## src/rtl/bramac_pkg.sv

```systemverilog
// Shared definitions for the BrAMAC instruction sequencer: word layout,
// precision encodings, sequencer state encoding and small helpers.
package bramac_pkg;

  localparam int DWIDTH     = 40;
  localparam int ACT_W      = 8;
  localparam int ROW_W      = 7;
  localparam int COL_W      = 2;
  localparam int LEN_W      = 5;
  localparam int K_W        = 4;
  localparam int RUN_W      = 4;
  localparam int MAX_LEN    = 16;
  localparam int FIFO_DEPTH = 16;
  localparam int FIFO_WIDTH = 2 * ACT_W;

  // Instruction word bit offsets
  localparam int F_DUMMY    = 39;
  localparam int F_I2_LSB   = 31;
  localparam int F_I1_LSB   = 23;
  localparam int F_COL_LSB  = 21;
  localparam int F_ROW2_LSB = 14;
  localparam int F_ROW1_LSB = 7;
  localparam int F_DONE     = 6;
  localparam int F_COPY     = 5;
  localparam int F_START    = 4;
  localparam int F_RESET    = 3;
  localparam int F_INTYPE   = 2;
  localparam int F_PREC_LSB = 0;

  // Precision encodings
  localparam logic [1:0] PREC_NONE = 2'b00;
  localparam logic [1:0] PREC_2B   = 2'b01;
  localparam logic [1:0] PREC_4B   = 2'b10;
  localparam logic [1:0] PREC_8B   = 2'b11;

  typedef enum logic [3:0] {
    S_IDLE     = 4'd0,
    S_WAIT_ACT = 4'd1,
    S_RST      = 4'd2,
    S_START    = 4'd3,
    S_INIT     = 4'd4,
    S_COPY     = 4'd5,
    S_RUN      = 4'd6,
    S_ACC      = 4'd7,
    S_DONE1    = 4'd8,
    S_DONE2    = 4'd9,
    S_CLR      = 4'd10
  } seq_state_e;

  // Last value of the RUN counter: RUN lasts P+2 cycles, counter runs 0..P+1
  function automatic logic [RUN_W-1:0] run_last(input logic [1:0] prec);
    case (prec)
      PREC_2B: run_last = 4'd3;
      PREC_4B: run_last = 4'd5;
      PREC_8B: run_last = 4'd9;
      default: run_last = 4'd9;
    endcase
  endfunction

  // BRAM is in compute mode in every state from RST through CLR
  function automatic logic in_compute(input seq_state_e s);
    in_compute = !((s == S_IDLE) || (s == S_WAIT_ACT));
  endfunction

endpackage

```

## src/rtl/bramac_act_fifo.sv

```systemverilog
// Activation-pair FIFO. Show-ahead read port: rdata is the head entry
// whenever the FIFO is non-empty. Push and pop may occur in the same cycle.
module bramac_act_fifo
  import bramac_pkg::*;
#(
  parameter int WIDTH = FIFO_WIDTH,
  parameter int DEPTH = FIFO_DEPTH
)(
  input  logic                         clk,
  input  logic                         reset,
  input  logic                         push,
  input  logic [WIDTH-1:0]             wdata,
  input  logic                         pop,
  output logic [WIDTH-1:0]             rdata,
  output logic [$clog2(DEPTH+1)-1:0]   count,
  output logic                         full
);

  localparam int AW = $clog2(DEPTH);
  localparam int CW = $clog2(DEPTH + 1);

  logic [WIDTH-1:0] mem [DEPTH];
  logic [AW-1:0]    wr_ptr;
  logic [AW-1:0]    rd_ptr;
  logic             empty;
  logic             push_ok;
  logic             pop_ok;

  assign full    = (count == CW'(DEPTH));
  assign empty   = (count == '0);
  assign push_ok = push && !full;
  assign pop_ok  = pop && !empty;
  assign rdata   = mem[rd_ptr];

  // Storage array: written on accepted push only, no reset needed
  always_ff @(posedge clk) begin
    if (push_ok) begin
      mem[wr_ptr] <= wdata;
    end
  end

  // Pointers and occupancy
  always_ff @(posedge clk or posedge reset) begin
    if (reset) begin
      wr_ptr <= '0;
      rd_ptr <= '0;
      count  <= '0;
    end else begin
      if (push_ok) begin
        wr_ptr <= wr_ptr + 1'b1;
      end
      if (pop_ok) begin
        rd_ptr <= rd_ptr + 1'b1;
      end
      case ({push_ok, pop_ok})
        2'b10:   count <= count + 1'b1;
        2'b01:   count <= count - 1'b1;
        default: count <= count;
      endcase
    end
  end

endmodule

```

## src/rtl/bramac_inst_seq.sv

```systemverilog
// BrAMAC instruction sequencer. Accepts a command and a stream of activation
// pairs, and emits one 40-bit instruction word per cycle to the 1DA FSM:
// RST, START, INIT, then per pair COPY / RUN x(P+2) / ACC, then DONE1,
// DONE2, CLR. The instruction register is loaded from the next state, so the
// word on inst in a cycle always belongs to the state held in that cycle.
//
// Handshakes: a transfer happens on a rising clk edge where valid and ready
// are both 1; valid may be raised without waiting for ready, and ready never
// depends combinationally on valid.
module bramac_inst_seq
  import bramac_pkg::*;
(
  input  logic              clk,
  input  logic              reset,
  input  logic              cmd_valid,
  output logic              cmd_ready,
  input  logic [1:0]        cmd_prec,
  input  logic              cmd_intype,
  input  logic [4:0]        cmd_len,
  input  logic [6:0]        cmd_row1,
  input  logic [6:0]        cmd_row2,
  input  logic [1:0]        cmd_col,
  input  logic              act_valid,
  output logic              act_ready,
  input  logic [7:0]        act_in1,
  input  logic [7:0]        act_in2,
  output logic [39:0]       inst,
  output logic              comp_en,
  output logic              busy,
  output logic              result_strobe,
  output logic              cmd_err
);

  seq_state_e             state_q;
  seq_state_e             state_d;
  logic [K_W-1:0]         k_q;
  logic [K_W-1:0]         k_d;
  logic [RUN_W-1:0]       run_q;
  logic [RUN_W-1:0]       run_d;

  logic [1:0]             prec_q;
  logic                   intype_q;
  logic [LEN_W-1:0]       len_q;
  logic [ROW_W-1:0]       row1_q;
  logic [ROW_W-1:0]       row2_q;
  logic [COL_W-1:0]       col_q;

  logic [DWIDTH-1:0]      inst_d;
  logic                   err_d;
  logic                   cmd_fire;
  logic                   more_pairs;

  logic                   fifo_push;
  logic                   fifo_pop;
  logic [FIFO_WIDTH-1:0]  fifo_rdata;
  logic [LEN_W-1:0]       fifo_count;
  logic                   fifo_full;

  assign cmd_ready  = (state_q == S_IDLE);
  assign busy       = (state_q != S_IDLE);
  assign act_ready  = !fifo_full;
  assign fifo_push  = act_valid && act_ready;
  assign cmd_fire   = cmd_valid && cmd_ready;
  assign more_pairs = ({1'b0, k_q} + 5'd1) < len_q;

  bramac_act_fifo #(
    .WIDTH (FIFO_WIDTH),
    .DEPTH (FIFO_DEPTH)
  ) u_act_fifo (
    .clk   (clk),
    .reset (reset),
    .push  (fifo_push),
    .wdata ({act_in2, act_in1}),
    .pop   (fifo_pop),
    .rdata (fifo_rdata),
    .count (fifo_count),
    .full  (fifo_full)
  );

  // Next-state, pair index, RUN counter and FIFO pop decisions
  always_comb begin
    state_d  = state_q;
    k_d      = k_q;
    run_d    = run_q;
    err_d    = 1'b0;
    fifo_pop = 1'b0;
    case (state_q)
      S_IDLE: begin
        if (cmd_fire) begin
          if ((cmd_prec == PREC_NONE) || (cmd_len > 5'(MAX_LEN))) begin
            err_d = 1'b1;
          end else if (cmd_len != '0) begin
            state_d = S_WAIT_ACT;
          end
        end
      end
      S_WAIT_ACT: begin
        if (fifo_count >= len_q) begin
          state_d = S_RST;
        end
      end
      S_RST: begin
        state_d = S_START;
      end
      S_START: begin
        state_d  = S_INIT;
        fifo_pop = 1'b1;
      end
      S_INIT: begin
        state_d = S_COPY;
        k_d     = '0;
      end
      S_COPY: begin
        state_d = S_RUN;
        run_d   = '0;
      end
      S_RUN: begin
        if (run_q == run_last(prec_q)) begin
          state_d  = S_ACC;
          fifo_pop = more_pairs;
        end else begin
          run_d = run_q + 1'b1;
        end
      end
      S_ACC: begin
        if (more_pairs) begin
          state_d = S_COPY;
          k_d     = k_q + 1'b1;
        end else begin
          state_d = S_DONE1;
        end
      end
      S_DONE1: begin
        state_d = S_DONE2;
      end
      S_DONE2: begin
        state_d = S_CLR;
      end
      S_CLR: begin
        state_d = S_IDLE;
      end
      default: begin
        state_d = S_IDLE;
      end
    endcase
  end

  // Instruction word for the state being entered
  always_comb begin
    inst_d          = '0;
    inst_d[F_DUMMY] = 1'b0;
    case (state_d)
      S_RST, S_CLR: begin
        inst_d[F_RESET] = 1'b1;
      end
      S_START: begin
        inst_d[F_START] = 1'b1;
      end
      S_INIT: begin
        inst_d[F_I1_LSB +: ACT_W]   = fifo_rdata[ACT_W-1:0];
        inst_d[F_I2_LSB +: ACT_W]   = fifo_rdata[FIFO_WIDTH-1:ACT_W];
        inst_d[F_INTYPE]            = intype_q;
        inst_d[F_PREC_LSB +: 2]     = prec_q;
      end
      S_COPY: begin
        inst_d[F_COPY]              = 1'b1;
        inst_d[F_ROW1_LSB +: ROW_W] = row1_q + {3'b000, k_d};
        inst_d[F_ROW2_LSB +: ROW_W] = row2_q + {3'b000, k_d};
        inst_d[F_COL_LSB +: COL_W]  = col_q;
      end
      S_ACC: begin
        if (fifo_pop) begin
          inst_d[F_I1_LSB +: ACT_W] = fifo_rdata[ACT_W-1:0];
          inst_d[F_I2_LSB +: ACT_W] = fifo_rdata[FIFO_WIDTH-1:ACT_W];
        end else begin
          inst_d[F_DONE] = 1'b1;
        end
      end
      default: begin
        inst_d = '0;
      end
    endcase
  end

  // Sequencer state, counters and registered outputs
  always_ff @(posedge clk or posedge reset) begin
    if (reset) begin
      state_q       <= S_IDLE;
      k_q           <= '0;
      run_q         <= '0;
      inst          <= '0;
      comp_en       <= 1'b0;
      result_strobe <= 1'b0;
      cmd_err       <= 1'b0;
    end else begin
      state_q       <= state_d;
      k_q           <= k_d;
      run_q         <= run_d;
      inst          <= inst_d;
      comp_en       <= in_compute(state_d);
      result_strobe <= (state_d == S_DONE2);
      cmd_err       <= err_d;
    end
  end

  // Command fields are captured only on an accepted command in IDLE
  always_ff @(posedge clk or posedge reset) begin
    if (reset) begin
      prec_q   <= '0;
      intype_q <= 1'b0;
      len_q    <= '0;
      row1_q   <= '0;
      row2_q   <= '0;
      col_q    <= '0;
    end else if (cmd_fire) begin
      prec_q   <= cmd_prec;
      intype_q <= cmd_intype;
      len_q    <= cmd_len;
      row1_q   <= cmd_row1;
      row2_q   <= cmd_row2;
      col_q    <= cmd_col;
    end
  end

endmodule

```

## config.mk

```make
export PLATFORM = sky130hd
export DESIGN_NAME = bramac_inst_seq
export DESIGN_NICKNAME = d
export VERILOG_FILES = /design/src/rtl/bramac_pkg.sv /design/src/rtl/bramac_act_fifo.sv /design/src/rtl/bramac_inst_seq.sv
export SDC_FILE = /design/constraint.sdc
export NUM_CORES = 1
export LEC_CHECK = 0
export BUFFER_PORTS_ARGS = -buffer_cell sky130_fd_sc_hd__buf_2
export CORE_ASPECT_RATIO = 2
export CORE_MARGIN = 2
export CORE_UTILIZATION = 40
export CTS_BUF_LIST = sky130_fd_sc_hd__clkbuf_8
export CTS_CLUSTER_DIAMETER = 40
export CTS_CLUSTER_SIZE = 16
export DETAILED_ROUTE_END_ITERATION = 8
export MAX_ROUTING_LAYER = met4
export PLACE_DENSITY = 0.68
export REMOVE_ABC_BUFFERS = 1
export SETUP_SLACK_MARGIN = 0.2
export SLEW_MARGIN = 20
export SYNTH_ARGS = -nofsm -noshare
export SYNTH_HDL_FRONTEND = slang
export SYNTH_SLANG_ARGS = --single-unit
```

## constraint.sdc

```tcl
create_clock -name clk -period 9.7 [get_ports clk]
set_clock_uncertainty 0.05 [all_clocks]
set_input_delay 2.91 -clock clk [delete_from_list [all_inputs] [get_ports clk]]
set_output_delay 2.91 -clock clk [all_outputs]
set_load 0.005 [all_outputs]
```

Word-level counts from Yosys, hierarchy flattened
Memory sizes are Yosys's and may differ from the RTL's.
Cells that the tools add are included.
- flip-flop bits (word level): 91
- bits in writable memories: 256
- bits of input ports: 44
- output and inout bits: 46
- word-level logic and storage cells: 102
- memories kept: 1
- $add $sub $neg: 9
- magnitude comparators: 3
- eq/ne operators: 24
- mux-type cells: 30
- reductions and logical operators: 19
- memories (memory ; depth ; bits a word ; read ports ; clocked after Yosys merged registers in ; write ports ; line ; text):
    u_act_fifo.mem ; 16 ; 16 ; 1 ; 0 ; 1 ; bramac_act_fifo.sv:22 ; logic [WIDTH-1:0] mem [DEPTH];
- operators by type and width (operator ; number):
    $pmux 4 s10 ; 1
    $mux 4 ; 9
    $mux 16 ; 2
    $pmux 16 s2 ; 1
    $eq 4x3->1 const B ; 7
    $pmux 4 s2 ; 3
    $add 4x1->4 const B ; 4
    $eq 4x2->1 const B ; 4
    $eq 4x4->1 const B ; 4
    $add 7x4->7 ; 2
    $mux 1 ; 11
    $pmux 5 s2 ; 1
    $eq 4x1->1 const B ; 2
    $logic_not 4->1 ; 2
    $add 4x1->5 const B ; 1
    $add 5x1->5 const B ; 1
    $eq 5x5->1 const B ; 1
    $ge 5x5->1 ; 1
    $gt 5x5->1 const B ; 1
    $logic_not 5->1 ; 1
    $lt 5x5->1 ; 1
    $reduce_bool 5->1 ; 1
    $sub 5x1->5 const B ; 1
    $eq 2x1->1 const B ; 2
    13 further kinds ; 21

Logic depth before layout (Yosys ltp)
Gate-level depths: netlist (run 1).
- depth in word-level cells: 9
- mapped depth: 17
- mapped depth without buffers: 17

Hierarchy
From an unflattened synthesis (run 1), not the netlist that was laid out.
- cells, all modules: 870
- area total of the unflattened synthesis: 14533.9 um^2
- modules (own cells, without submodules) (module ; instances ; cells an instance ; area an instance (um^2) ; sequential area each (um^2)):
    bramac_act_fifo ; 1 ; 555 ; 10871.7 ; 8012.7
    bramac_inst_seq ; 1 ; 315 ; 3662.3 ; 1951.9

Worst setup path before layout (run 1)
No wires, ideal clock.
- path kind: in2reg
- start point: in act_valid
- end point: mem u_act_fifo.mem[3][0] (netlist name), enable pin
- library setup time: 409 ps
- arrival: 4585 ps
- required time: 9241 ps
- setup slack: 4656 ps
- stages: 4
- buffers on the path: 1
- cells stage by stage: and2_1 -> clkbuf_1 -> nand2_1 -> nor3_1
- word-level cells in the longest chain between the ends: 4
- ends and longest elaborated chain (item ; line ; text):
    start: declaration ; bramac_inst_seq.sv:23 ; input logic act_valid,
    $logic_and 1x1->1 ; bramac_inst_seq.sv:62 ; assign fifo_push = act_valid && act_ready;
    $logic_and 1x1->1 ; bramac_act_fifo.sv:31 ; assign push_ok = push && !full;
    $mux 1 ; bramac_act_fifo.sv:37 ; if (push_ok) begin
    $mux 1 (not written as such) ; bramac_act_fifo.sv:38 ; mem[wr_ptr] <= wdata;
    end: declaration ; bramac_act_fifo.sv:22 ;
Every way passes these cells.

Worst setup path after layout (run 1)
- start point: reg u_act_fifo.count[2]
- end point: out act_ready
- word-level cells in the longest chain between the ends: 2
- ends and longest elaborated chain (item ; line ; text):
    start: declaration ; bramac_act_fifo.sv:15 ; output logic [$clog2(DEPTH+1)-1:0] count,
    start signal: assignment ; bramac_act_fifo.sv:56 ; 2'b10: count <= count + 1'b1;
    start signal: assignment ; bramac_act_fifo.sv:57 ; 2'b01: count <= count - 1'b1;
    start signal: assignment ; bramac_act_fifo.sv:58 ; default: count <= count;
    $eq 5x5->1 ; bramac_act_fifo.sv:29 ; assign full = (count == CW'(DEPTH));
    $logic_not 1->1 ; bramac_inst_seq.sv:61 ; assign act_ready = !fifo_full;
    end: declaration ; bramac_inst_seq.sv:24 ; output logic act_ready,
Every way passes these cells.

==> key figures, run 1 <==
Setup path
  • Reg2Reg Launch Point: k_q[0]
  • Combined buffer and inverter count along the critical path: 1
  • CP startpoint: u_act_fifo.count[2]
  • Setup crit end kind: output port
  • Worst Setup Path Type: reg2out
  • Crit-path cells: nor4_1 -> nand2_1 -> buf_2
  • CP required: 6.74 ns
  • Critical Path AT: 1.77 ns
  • Slowest-stage cell, CP: dfrtp_1
  • Worst setup SP type: flip-flop
  • CP top delay family: simple AND/OR/NAND/NOR gates
  • Largest fanout on the critical path: 8
  • CP peak stage delay: 0.49 ns

GRT
  • All-Layer GR Usage: 16.37%
  • Initial antenna violation count: 1
  • Grt ovf: 0
  • Largest net degree at the start of global routing: 69
  • Vias in the first global route: 7,538
  • First-pass GRT wire length: 44,150 µm

Drt
  • Routed wire per std cell: 21.33 µm
  • DR vias/cell: 5.208
  • Initial DRC Count: 386
  • DRT antenna net count: 0
  • Drt first pass iters: 6
  • Drt drc: 0
  • Routed wire length: 28,770 µm
  • Vias post-DR: 7,026

Final layout
  • Layout Cells excl Fill: 1,349
  • Layout Nets: 956
  • Area Growth Syn to Fin: 10.83%
  • Layout cells sized above 1: 29.90%

Yosys
  • Number of synthesized register bits: 347
  • Cell variety after synth: 61
  • Mean Syn Cell Area: 18.32 µm²
  • Top-count cell post-synth: edfxtp_1
  • Asr flop ratio synth: 26.22%
  • Post-synth EDFFs: 256
  • Synth top area share: 53.99%
  • Synth cell count leaders: edfxtp_1, dfrtp_1, mux4_2
  • Post-synth top area cell: edfxtp_1
  • Synth Instances: 777
  • Yosys warning count: 0
  • Synth top area cells: edfxtp_1, dfrtp_1, mux4_2
  • Top FF cell, synth: edfxtp_1
  • Post-synthesis sequential area ratio: 69.99%
  • Mapped cell area: 14,240 µm²

Placement
  • Hpwl dp: 19,350 µm
  • Cells after DPL: 1,293
  • Pre-CTS setup slack: 4.788 ns
  • Final GP Congestion: 0.7701
  • Port buffer count: 88

Timing
  • Highest clock rate: 211.5 MHz
  • TNS Setup: 0 ns
  • Worst slew pin tran: 1.062 ns
  • RSZ-0062 raised after global routing: no
  • Fin crit share: 48.75%
  • Final min period: 4.729 ns
  • Finish-stage setup viols: 0
  • Worst rel slew slack: 29.18%
  • Slew Limit Fails: 0
  • Fin. Hold Viols: 0
  • Final worst slack: 4.971 ns

Flow run
  • Max-cap violations: 0

CTS
  • Clk buf depth: 3
  • Reg clk slew, reported paths: 0.09 ns
  • Clk_lat worst skew: 0.63 ns
  • Root Buffer: clkbuf_8
  • Num Clock Sinks: 347
  • Hold buffers post-CTS: 0
  • Cts bufs inserted: 30
  • Postcts setup bufs: 0
  • H-tree levels: 1
  • CTS tree: yes
  • Post-CTS Resized: 0

Floorplan
  • Die W: 137.4 µm
  • Die H: 270.8 µm
  • Placement Rows: 97
  • Ports: 90
  • Initial Utilization: 40.59%
  • Total die area: 37,210 µm²
  • Core Area: 35,070 µm²

Worst hold path
  • Hold/Removal Path Class: reg2reg
  • Hold_sp: col_q[1]

Power
  • Pwr Density: 269.2 nW/µm²
  • Worst vdd ir: 151.1 µV
  • Pwr Total: 0.004248 W
  • Leakage: 5.875 nW

Status
  • Status: complete, no violations
[kinds of logic (layout without fill, tap and decap cells)]
logic type | Yosys count | after routing | synth area share, %
buf+inv | 63 | 189 | 2.513
fa+ha+maj | 32 | 32 | 2.918
simple gates | 138 | 138 | 4.930
mux | 107 | 107 | 15.02
flops | 347 | 347 | 69.99
xor+xnor | 25 | 25 | 1.538
compound gates | 64 | 64 | 3.067
other cells | 1 | 2 | 0.02634
[tightest hold or removal path, cell delays in order (launching register included)]
cell and delay [ns]:
dfrtp_1 0.38, inv_1 0.05, nor2_1 0.04
[sequential cells by signal, indices dropped and copies added (netlist names)]
signal             cells
u_act_fifo.count       5
comp_en                1
u_act_fifo.rd_ptr      4
row2_q                 7
u_act_fifo.wr_ptr      4
cmd_err                1
intype_q               1
k_q                    4
col_q                  2
u_act_fifo.mem       256
state_q                4
prec_q                 2
row1_q                 7
result_strobe          1
run_q                  4
len_q                  5
inst                  39
[area by class of cell]
type	count	area, µm²
timing repair buffer	108	590.6
tap	445	556.8
antenna	1	2.502
sequential	347	9970
fill	3006	19300
clock inverter	23	175.2
inverter	26	100.1
multi-input combinational	367	3944
clock buffer	32	440.4
[layer usage]
metal	GRT usage, %	vias up	wire length, µm	share of wire, %
li1	-	3200	-	-
met1	17.06	3628	10340	36
met2	31.17	149	16600	58
met3	1.892	49	1124	3.9
met4	5.155	0	710	2.5
met5	-	-	0	0
[final timing paths]
kind / endpoint / slack (ns) / cells after the start
worst max-delay path: act_ready / 4.97 / 3
worst min-delay path: inst[22] / 0.45 / 2
worst max register to register: inst[20] / 5.36 / 17
worst min register to register: inst[22] / 0.45 / 2
max in group asynchronous: u_act_fifo.rd_ptr[0] / 6.15 / 3
min in group asynchronous: inst[37] / 2.19 / 2
[power breakdown]
part	internal, W	leakage (nW)	switching, W	total, W
sequential	0.00184	3.47	0.000184	0.00202
combinational	0.000678	2.05	0.000692	0.00137
clock	0.000349	0.354	0.000505	0.000854
[metrics by stage]
stage	hold WS [ns]	area, µm²	utilization (%)
global route	0.4725	15780	44.99
CTS	0.4546	15780	44.98
floorplan	0.4168	13980	-
finish	0.4491	15780	44.99
global placement	0.4285	15160	43.22
detailed placement	0.4422	15160	43.22
[placed cells by master (no fill, tap or decap), drive strengths merged, types with 3 or more instances in the layout]
| master | netlist | layout |
|---|---|---|
| a21o | 7 | 7 |
| nor2 | 42 | 42 |
| ha | 30 | 30 |
| a211oi | 4 | 4 |
| clkbuf | 10 | 32 |
| nor2b | 27 | 27 |
| clkinv | 0 | 4 |
| nand3 | 3 | 3 |
| nand2b | 6 | 6 |
| mux4 | 80 | 80 |
| buf | 26 | 108 |
| a31oi | 4 | 4 |
| o21ai | 13 | 13 |
| inv | 26 | 43 |
| nand2 | 32 | 32 |
| nand4 | 3 | 3 |
| edfxtp | 256 | 256 |
| nor3 | 10 | 10 |
| xnor2 | 15 | 15 |
| mux2 | 26 | 26 |
| dfrtp | 91 | 91 |
| a31o | 4 | 4 |
| xor2 | 10 | 10 |
| and3 | 3 | 3 |
| a21oi | 15 | 15 |
| nor4 | 3 | 3 |
| and2 | 5 | 5 |
Power figures use the tool's default switching activity.
==> run 2: changes to the inputs <==
--- a/config.mk
+++ b/config.mk
@@ -14,7 +14,7 @@
 export CTS_CLUSTER_SIZE = 16
 export DETAILED_ROUTE_END_ITERATION = 8
 export MAX_ROUTING_LAYER = met4
-export PLACE_DENSITY = 0.68
+export PLACE_DENSITY = 0.71
 export REMOVE_ABC_BUFFERS = 1
 export SETUP_SLACK_MARGIN = 0.2
 export SLEW_MARGIN = 20
==> constraint.sdc (replaced) <==
create_clock -name clk -period 4.2 [get_ports clk]
set_clock_uncertainty 0.05 [all_clocks]
set_input_delay 1.26 -clock clk [delete_from_list [all_inputs] [get_ports clk]]
set_output_delay 1.26 -clock clk [all_outputs]
set_load 0.005 [all_outputs]
==> key figures, run 2 (same netlist as run 1, synthesis figures left out) <==
Setup path
  • CP required: 4.67 ns (-2.07 ns)
  • Crit path capture: inst[20]
  • Critical Path AT: 4.30 ns (+2.53 ns)
  • Worst setup SP type: flip-flop
  • Largest fanout on the critical path: 7 (-1)
  • CP startpoint: k_q[0]
  • Path depth of the worst reg2reg path: 17 (unchanged)
  • Worst Setup Path Type: reg2reg
  • R2r setup slk: 0.37 ns (-4.99 ns)
  • Reg2Reg Launch Point: k_q[0]
  • Setup crit end kind: flip-flop
  • R2r endpoint: inst[20]

Timing
  • Final worst slack: 0.3662 ns (-4.605 ns)
  • Hold Slack: 0.4561 ns (+0.007015 ns)
  • Worst rel slew slack: 33.34% (+4.2 points)
  • Slew Limit Fails: 0 (unchanged)
  • Highest clock rate: 260.8 MHz
  • Final min period: 3.834 ns
  • TNS Setup: 0 ns (unchanged)
  • RSZ-0062 raised after global routing: no
  • Fin. Hold Viols: 0 (unchanged)
  • Worst slew pin tran: 0.9999 ns (-0.06246 ns)
  • Finish-stage setup viols: 0 (unchanged)
  • Fin crit share: 91.28%

CTS
  • CTS tree: yes
  • H-tree levels: 1 (unchanged)
  • Num Clock Sinks: 347 (unchanged)
  • Cts bufs inserted: 30 (unchanged)
  • Clk_lat worst skew: 0.63 ns (about the same)
  • Reg clk slew, reported paths: 0.09 ns (about the same)
  • Clk buf depth: 3 (unchanged)
  • Hold buffers post-CTS: 0 (unchanged)
  • Root Buffer: clkbuf_8

Placement
  • Port buffer count: 88 (unchanged)
  • Final GP Congestion: 0.8053 (+4.6%)
  • Cells after DPL: 1,305 (+0.93%)
  • Hpwl dp: 18,630 µm (-3.7%)
  • Pre-CTS setup slack: 0.2429 ns (-4.545 ns)

GRT
  • All-Layer GR Usage: 16.44% (+0.069 points)
  • Initial antenna violation count: 3 (+2)
  • First-pass GRT wire length: 43,990 µm (-0.38%)
  • Largest net degree at the start of global routing: 51 (-26%)
  • Vias in the first global route: 7,535 (-0.040%)
  • Grt ovf: 0 (unchanged)

Flow run
  • Max-cap violations: 0 (unchanged)

Drt
  • Drt first pass iters: 4 (-2)
  • DR vias/cell: 5.238 (+0.57%)
  • Initial DRC Count: 393 (+1.8%)
  • Routed wire length: 29,010 µm (+0.82%)
  • Routed wire per std cell: 21.25 µm (-0.36%)
  • DRT antenna net count: 0 (unchanged)
  • Vias post-DR: 7,150 (+1.8%)
  • Drt drc: 0 (unchanged)

Power
  • Leakage: 5.988 nW (+1.9%)
  • Pwr Density: 627.5 nW/µm² (+130%)
  • Pwr Total: 0.01009 W (+140%)
  • Worst vdd ir: 454.2 µV (+200%)

Final layout
  • Area Growth Syn to Fin: 12.90%
  • Commonest cells after routing, fill and taps aside: edfxtp_1, dfrtp_1, buf_2, mux4_2, inv_1
  • Footprint of the multi-input gates: 4001 µm² (+1.5%)
  • Layout Nets: 969 (+1.4%)
  • Layout cells sized above 1: 32.72% (+2.8 points)
  • Max FFs per register: 256 (unchanged)
  • Filler instances: 2,951 (-1.8%)
  • Layout Cells excl Fill: 1,365 (+1.2%)
  • Sequential standard cell area: 9971 µm² (about the same)
  • Top Registers: u_act_fifo.mem: 256 flops, inst: 39 flops
  • Most common cell after layout, fill and taps aside: edfxtp_1
  • Top reg by flops: u_act_fifo.mem

Floorplan
  • Initial Utilization: 40.59% (unchanged)
  • Core Area: 35,070 µm² (unchanged)
  • Total die area: 37,210 µm² (unchanged)
  • Die W: 137.4 µm (unchanged)
  • Placement Rows: 97 (unchanged)
  • Die H: 270.8 µm (unchanged)
  • Ports: 90 (unchanged)

Worst hold path
  • Hold/Removal Path Class: reg2reg

Status
  • Status: complete, no violations
## run 2: what timing repair did
item                                    4_1_cts  5_1_grt
endpoints found under the setup margin        0        7
buffers inserted                              0        1
resized for setup                             0        9
## run 2: layout make-up
type	count	share of cell area (%)
clock buffers	30	2.569
diodes	3	0.04670
repair buffers	121	4.748
clock inverters	26	1.627
inverters	26	0.6227
flip-flops and latches	347	62.03
multi-input cells	367	24.89
well taps	445	3.464
## run 2: per-layer routing
layer	GRT usage [%]	share of wire (%)	vias to the layer above
li1	-	-	3244
met1	17.23	35	3655
met2	30.56	57	200
met3	2.174	5.4	51
met4	6.131	3.4	0
met5	-	0	-
## run 2: how the worst min path moves through the flow
stage                        start  cells past startpoint  slack (ns)       end
after floorplan           col_q[0]                      2        0.42  inst[21]
after global placement    col_q[0]                      2        0.43  inst[21]
after detailed placement  col_q[0]                      2        0.44  inst[21]
after CTS                 col_q[0]                      2        0.46  inst[21]
after global routing      intype_q                      1        0.47   inst[2]
final                     col_q[0]                      2        0.46  inst[21]
## run 2: through the flow
step                cell area (µm²)  util [%]
finish                        16070     45.83
global route                  16070     45.83
CTS                           16020     45.68
detailed placement            15350     43.76
global placement              15350     43.76
floorplan                     13980         -
## run 2: worst max-delay path, stage by stage, from the launching register on
cell and delay (ns):
dfrtp_2 0.46, ha_1 0.24, nor2b_1 0.14, or2_2 0.30, ha_1 0.29, a21oi_1 0.17
o21ai_2 0.11, a21oi_2 0.23, a31o_2 0.18, a221o_1 0.23, ha_1 0.20, inv_1 0.06
fa_1 0.41, nor2b_2 0.13, o21ai_0 0.13, a21oi_1 0.21, xnor2_1 0.13, nor2_1 0.05
## run 2: report_power, final
group | internal [W] | leakage, nW | total [W] | switching [W]
registers | 0.00425 | 3.47 | 0.00470 | 0.000450
logic | 0.00167 | 2.14 | 0.00325 | 0.00158
clock network | 0.000956 | 0.379 | 0.00213 | 0.00118
total | 0.00687 | 5.99 | 0.0101 | 0.00321
